File: src/rtl/df_param_loader_if.sv
// Parameter-set payload types and the loader's stream/handshake bundle.
// Host side uses the master modport, the loader the slave modport.
package df_ctrl_pkg;

    typedef struct packed {
        logic [11:0] x_step;
        logic [23:0] y_step;
        logic [23:0] k_step;
    } tile_psums_t;

    typedef struct packed {
        logic [11:0] x_step;
        logic [23:0] y_step;
        logic [23:0] c_step;
    } tile_ifmaps_t;

    typedef struct packed {
        logic [15:0] c_step;
        logic [19:0] k_step;
    } tile_weights_t;

    typedef struct packed {
        logic [11:0]   x_lim;
        logic [11:0]   y_lim;
        logic [11:0]   k_lim;
        logic [11:0]   c_lim;
        tile_psums_t   psums;
        tile_ifmaps_t  ifmaps;
        tile_weights_t weights;
    } tile_params_t;

    typedef struct packed {
        logic [11:0] k_lim;
        logic [23:0] ett;
        logic [23:0] y_step;
        logic [23:0] y_lim;
        logic [23:0] k_step;
    } dma_psums_t;

    typedef struct packed {
        logic [11:0] y_step;
        logic [11:0] y_lim;
        logic [11:0] c_lim;
        logic [23:0] ett;
        logic [23:0] c_step;
    } dma_ifmaps_t;

    typedef struct packed {
        logic [11:0] w_step;
        logic [23:0] ett;
        logic [23:0] w_lim;
    } dma_weights_t;

    typedef struct packed {
        dma_psums_t   psums;
        dma_ifmaps_t  ifmaps;
        dma_weights_t weights;
    } dma_params_t;

    typedef struct packed {
        tile_params_t tile;
        dma_params_t  dma;
    } DMAParams;

endpackage

interface df_param_loader_if;
    import df_ctrl_pkg::*;

    logic [31:0] i_in_data;
    logic        i_in_valid;
    logic        i_in_last;
    logic        o_in_ready;
    DMAParams    o_params;
    logic        o_params_valid;
    logic        i_params_ready;
    logic        o_err;

    modport slave (
        input  i_in_data, i_in_valid, i_in_last, i_params_ready,
        output o_in_ready, o_params, o_params_valid, o_err
    );

    modport master (
        output i_in_data, i_in_valid, i_in_last, i_params_ready,
        input  o_in_ready, o_params, o_params_valid, o_err
    );
endinterface

File: src/rtl/df_param_loader.sv
// Double-buffered deserializer: assembles 19 config words into a DMAParams
// set in staging and hands it to the controller through the output register.
module df_param_loader
    import df_ctrl_pkg::*;
#(
    parameter int unsigned NWORDS = 19
) (
    input  logic             i_clk,
    input  logic             i_rst,
    input  logic             i_clear,
    df_param_loader_if.slave bus
);

    localparam int unsigned      IDX_W    = 5;
    localparam logic [IDX_W-1:0] LAST_IDX = IDX_W'(NWORDS - 1);

    typedef enum logic { FILL, FULL } stage_state_e;

    stage_state_e     state, state_nxt;
    logic [IDX_W-1:0] idx, idx_nxt;
    DMAParams         stage, stage_nxt, stage_wr;
    DMAParams         params_nxt;
    logic             valid_nxt;
    logic             err_nxt;

    logic accept, at_last, complete, frame_err, consume, xfer;

    // Merge one word into a copy of the staging set according to the word map.
    function automatic DMAParams write_word(input DMAParams p, input logic [IDX_W-1:0] i,
                                            input logic [31:0] w);
        DMAParams r;
        r = p;
        case (i)
            5'd0:  begin r.tile.x_lim = w[11:0];           r.tile.y_lim = w[27:16];          end
            5'd1:  begin r.tile.k_lim = w[11:0];           r.tile.c_lim = w[27:16];          end
            5'd2:  begin r.tile.psums.x_step = w[11:0];    r.tile.ifmaps.x_step = w[27:16];  end
            5'd3:  begin r.dma.psums.k_lim = w[11:0];      r.dma.ifmaps.y_step = w[27:16];   end
            5'd4:  begin r.dma.ifmaps.y_lim = w[11:0];     r.dma.ifmaps.c_lim = w[27:16];    end
            5'd5:  begin r.dma.weights.w_step = w[11:0];   r.tile.weights.c_step = w[31:16]; end
            5'd6:  r.tile.weights.k_step = w[19:0];
            5'd7:  r.tile.psums.y_step   = w[23:0];
            5'd8:  r.tile.psums.k_step   = w[23:0];
            5'd9:  r.tile.ifmaps.y_step  = w[23:0];
            5'd10: r.tile.ifmaps.c_step  = w[23:0];
            5'd11: r.dma.psums.ett       = w[23:0];
            5'd12: r.dma.psums.y_step    = w[23:0];
            5'd13: r.dma.psums.y_lim     = w[23:0];
            5'd14: r.dma.psums.k_step    = w[23:0];
            5'd15: r.dma.ifmaps.ett      = w[23:0];
            5'd16: r.dma.ifmaps.c_step   = w[23:0];
            5'd17: r.dma.weights.ett     = w[23:0];
            5'd18: r.dma.weights.w_lim   = w[23:0];
            default: ;
        endcase
        return r;
    endfunction

    // Ready is a decode of the staging state; words offered during clear are dropped.
    assign bus.o_in_ready = (state == FILL) & ~i_rst;

    assign accept    = bus.i_in_valid & (state == FILL) & ~i_clear;
    assign at_last   = (idx == LAST_IDX);
    assign complete  = accept & bus.i_in_last & at_last;
    assign frame_err = accept & (bus.i_in_last ^ at_last);
    assign stage_wr  = write_word(stage, idx, bus.i_in_data);
    assign consume   = bus.o_params_valid & bus.i_params_ready;
    assign xfer      = (complete | (state == FULL)) & (~bus.o_params_valid | consume);

    always_ff @(posedge i_clk) begin
        if (i_rst) begin
            state              <= FILL;
            idx                <= '0;
            stage              <= '0;
            bus.o_params       <= '0;
            bus.o_params_valid <= 1'b0;
            bus.o_err          <= 1'b0;
        end else begin
            state              <= state_nxt;
            idx                <= idx_nxt;
            stage              <= stage_nxt;
            bus.o_params       <= params_nxt;
            bus.o_params_valid <= valid_nxt;
            bus.o_err          <= err_nxt;
        end
    end

    // Next state: framing, staging fill, and staging-to-output transfer.
    always_comb begin
        state_nxt  = state;
        idx_nxt    = idx;
        stage_nxt  = stage;
        params_nxt = bus.o_params;
        valid_nxt  = bus.o_params_valid;
        err_nxt    = 1'b0;

        if (i_clear) begin
            state_nxt = FILL;
            idx_nxt   = '0;
            valid_nxt = 1'b0;
        end else begin
            if (frame_err) begin
                idx_nxt   = '0;
                stage_nxt = '0;
                err_nxt   = 1'b1;
            end else if (accept) begin
                stage_nxt = stage_wr;
                idx_nxt   = complete ? '0 : idx + IDX_W'(1);
            end

            if (xfer) begin
                params_nxt = complete ? stage_wr : stage;
                valid_nxt  = 1'b1;
                state_nxt  = FILL;
            end else begin
                if (consume) begin
                    valid_nxt = 1'b0;
                end
                if (complete) begin
                    state_nxt = FULL;
                end
            end
        end
    end

endmodule
File: src/flat_wrapper.sv
// flat-port wrapper written by rule: the top's interface ports become plain ports
module df_param_loader_flat import df_ctrl_pkg::*;
#(
    parameter int unsigned NWORDS = 19
)
  (i_clk, i_rst, i_clear, bus_i_in_data, bus_i_in_valid, bus_i_in_last, bus_i_params_ready, bus_o_in_ready, bus_o_params, bus_o_params_valid, bus_o_err);
  df_param_loader_if bus_i ();
  input  logic i_clk;
  input  logic i_rst;
  input  logic i_clear;
  input wire logic [$bits(bus_i.i_in_data)-1:0] bus_i_in_data;
  input wire logic [$bits(bus_i.i_in_valid)-1:0] bus_i_in_valid;
  input wire logic [$bits(bus_i.i_in_last)-1:0] bus_i_in_last;
  input wire logic [$bits(bus_i.i_params_ready)-1:0] bus_i_params_ready;
  output wire logic [$bits(bus_i.o_in_ready)-1:0] bus_o_in_ready;
  output wire logic [$bits(bus_i.o_params)-1:0] bus_o_params;
  output wire logic [$bits(bus_i.o_params_valid)-1:0] bus_o_params_valid;
  output wire logic [$bits(bus_i.o_err)-1:0] bus_o_err;
  assign bus_i.i_in_data = bus_i_in_data;
  assign bus_i.i_in_valid = bus_i_in_valid;
  assign bus_i.i_in_last = bus_i_in_last;
  assign bus_i.i_params_ready = bus_i_params_ready;
  assign bus_o_in_ready = bus_i.o_in_ready;
  assign bus_o_params = bus_i.o_params;
  assign bus_o_params_valid = bus_i.o_params_valid;
  assign bus_o_err = bus_i.o_err;
  df_param_loader #(.NWORDS(NWORDS)) u_core (.i_clk(i_clk), .i_rst(i_rst), .i_clear(i_clear), .bus(bus_i));
endmodule
File: config.mk
export PLATFORM = sky130hd
export DESIGN_NAME = df_param_loader_flat
export DESIGN_NICKNAME = d
export VERILOG_FILES = /design/src/rtl/df_param_loader_if.sv /design/src/rtl/df_param_loader.sv /design/src/flat_wrapper.sv
export SDC_FILE = /design/constraint.sdc
export NUM_CORES = 2
export LEC_CHECK = 0
export ABC_CLOCK_PERIOD_IN_PS = 2800
export BUFFER_PORTS_ARGS = -buffer_cell sky130_fd_sc_hd__clkbuf_2
export CAP_MARGIN = 20
export CORE_MARGIN = 2
export CORE_UTILIZATION = 40
export DETAILED_ROUTE_END_ITERATION = 8
export GPL_TIMING_DRIVEN = 0
export PLACE_DENSITY = 0.63
export SETUP_SLACK_MARGIN = 0.1
export SYNTH_ARGS = -nofsm -noshare
export SYNTH_HDL_FRONTEND = slang
export SYNTH_SLANG_ARGS = --single-unit
File: constraint.sdc
create_clock -name i_clk -period 2.8 [get_ports i_clk]
set_input_delay 0.28 -clock i_clk [delete_from_list [all_inputs] [get_ports i_clk]]
set_output_delay 0.28 -clock i_clk [all_outputs]
set_load 0.1 [all_outputs]
==> flow_summary.yaml <==
yosys:
  synth_cells: 4230
  synth_edf_count: 0
  yosysSeqAreaShare_pct: 52.8
  async_reset_ff_share_pct: 0
  synth.distinct_cells: 56
  yosys_register_bits: 920
  yosys_warnings: 0
  synthesis.area_um2: 34900
  synth_area_per_cell_um2: 8.24
  synth_ff_type: "dfxtp_1"
  syn_nets: 4273
finish:
  final_util_pct: 49.2
  multi_input_area_um2: 14400
  stdcell_count: 6091
  register_area_um2: 18400
  fin_nets: 4897
  drive_above_1_share_pct: 18.9
  fill_cells: 8654
  syn_to_final_growth_pct: 22.2
clocking:
  clk_path_buf_depth: 3
  htreeDepth: 3
  cts_made_buffers: 97
  cts_root_buf: "clkbuf_16"
  clk_pin_slew_ps: 60
  cts_tree: "done"
  insertion_delay_ps: 660
  clkSinkCount: 920
detailed_routing:
  final_antenna_net_count: 0
  dr.pass1.iters: 5
  drt-vias-per-instance: 5.57
  wl_per_cell_um: 22.5
  drc: 0
  first_iter_violations: 3398
  drt-total-wl_mm: 137
  vias: 33906
floorplan:
  std_cell_rows: 108
  fp.dieW_um: 299
  io_pins: 497
  die_h_um: 299
  coreArea_um2: 86600
  start_util_pct: 40.2
  dieArea_um2: 89500
global_route:
  grt_use_total_pct: 29.2
  antenna_found_initial: 9
  grt_pass1_wl_mm: 200
  grt_pass1_vias: 31622
  grt-ovfl-total: 0
  grt_max_degree: 15
sta:
  setup_violations: 0
  slew_headroom_pct: 16.7
  fmax_mhz: 367
  skew_ps: 26.8
  tightest_slew_ps: 1250
  hold_violations: 0
  min_period_ps: 2720
  min_period_over_period_pct: 97.2
  hold_ws_ps: 45.4
  rsz0062_at_grt: "true"
  slew_viol_final: 0
place:
  place_congestion: 0.888
  place_inst: 5898
  numPortBuffers: 492
  hpwl_mm: 98.7
critical_path:
  worstSetupEndpointType: "flop"
  critPathArrivalTime_ps: 3190
  worst-setup-path-type: "flop to flop"
  cp-start-kind: "flop"
  crit_fanout: 10
  crit_required_ps: 3270
  ff2ff_setup_slack_ps: 80
  crit_start: "u_core.state$_SDFFE_PP0P_"
  worstReg2RegStart: "u_core.state$_SDFFE_PP0P_"
outcome:
  outcome: "finished clean"
worst_hold_path:
  hp-class: "input pin to flop"
  hold_start: "bus_i_in_data[14]"
job:
  max_cap_viol_count: 0
pwr:
  leakage_nw: 15.1
  peakVddDrop_uv: 478
  powerDensity_nw_per_um2: 650
## what timing repair did
action                                  in CTS  in global routing
hold endpoints to repair                     7                  0
pin swaps                                    2                  0
buffers inserted                             5                  0
gates resized for setup                     11                 39
hold buffers                                 6                  0
endpoints found under the setup margin     771                285
## sequential cells by signal, summed over array words and instances, names as in the netlist
name	cells
u_core.bus.o_err	1
u_core.state	1
u_core.bus.o_params_valid	1
u_core.idx	5
u_core.stage	456
u_core.bus.o_params	456
## routing by layer
layer  vias to the layer above  GRT usage, %  wire [µm]
li1                      15946             -          -
met1                     16271          39.0      58500
met3                       319          6.52      11200
met5                         -             0          0
met4                         0          13.7       6830
met2                      1370          45.0      60700
## synthesized netlist by cell type, types with 25 or more instances
master	instances	area share, %
a211oi_1	47	1.0
a21oi_1	844	12
a22o_1	34	0.85
buf_2	165	2.4
clkbuf_1	278	3.0
dfxtp_1	920	53
mux2_2	25	0.81
mux2i_1	47	1.3
nand2_1	780	8.4
nand3_1	397	5.7
nor2_1	39	0.42
o21ai_0	418	6.0
## logic make-up after synthesis
logic type      count (synthesis)  share of synthesized area (%)
compound gates               1448                           22.5
simple gates                 1297                           16.2
flops                         920                           52.8
buf+inv                       486                           5.98
mux                            72                           2.16
fa+ha+maj                       5                          0.180
xor+xnor                        2                         0.0718
## cell usage in the layout, fill, tap and decap left out, types with 17 or more instances in the layout
master / n
clkbuf_16: 98
a211oi_1: 47
inv_1: 24
a22o_1: 34
a21oi_1: 844
buf_4: 17
nor2_1: 37
buf_2: 154
clkbuf_1: 273
o2111ai_1: 23
a22oi_1: 24
mux2i_1: 47
dfxtp_1: 920
nand3_1: 396
o21ai_0: 418
mux2_2: 25
o32ai_1: 20
a311oi_1: 24
clkbuf_2: 522
nand2_1: 780
clkinv_2: 19
## final timing paths
path,to,depth (start not counted)
worst max-delay path,u_core.bus.o_err$_SDFF_PP0_,5
worst max register to register,u_core.bus.o_err$_SDFF_PP0_,5
worst min-delay path,u_core.stage[14]$_SDFFE_PP0P_,3
worst min register to register,u_core.stage[23]$_SDFFE_PP0P_,2
## stage by stage
| step | worst slack, ps | total power (W) | instance area (µm²) | setup TNS (ps) |
|---|---|---|---|---|
| floorplan | 236 | 0.0140 | 34900 | 0 |
| global placement | -518 | 0.0146 | 38800 | -108860 |
| detailed placement | -250 | 0.0146 | 39100 | -49910 |
| CTS | 104 | 0.0277 | 42500 | 0 |
| global route | 87.2 | 0.0284 | 42600 | 0 |
| finish | 78.5 | 0.0277 | 42600 | 0 |
## critical path: stages, from the launching register on
cell      delay (ps)
dfxtp_1          390
or3b_1           460
buf_2            270
buf_4            280
clkbuf_1         310
nor3_1           780
## final cells by class
cell class	instances	area share [%]
tap	1155	3.39
inverter	24	0.211
antenna	6	0.0352
multi-input combinational	2824	33.8
buffer	462	4.83
clock buffer	136	6.44
sequential	920	43.2
clock inverter	39	1.21
timing repair buffer	525	6.88
## report_power, final
| part | switching, W | internal [W] | total (W) |
|---|---|---|---|
| logic | 0.00101 | 0.000243 | 0.00125 |
| registers | 0.0000237 | 0.0131 | 0.0131 |
| clock network | 0.00551 | 0.00777 | 0.0133 |
No activity file was read; power rests on OpenSTA's default activity.
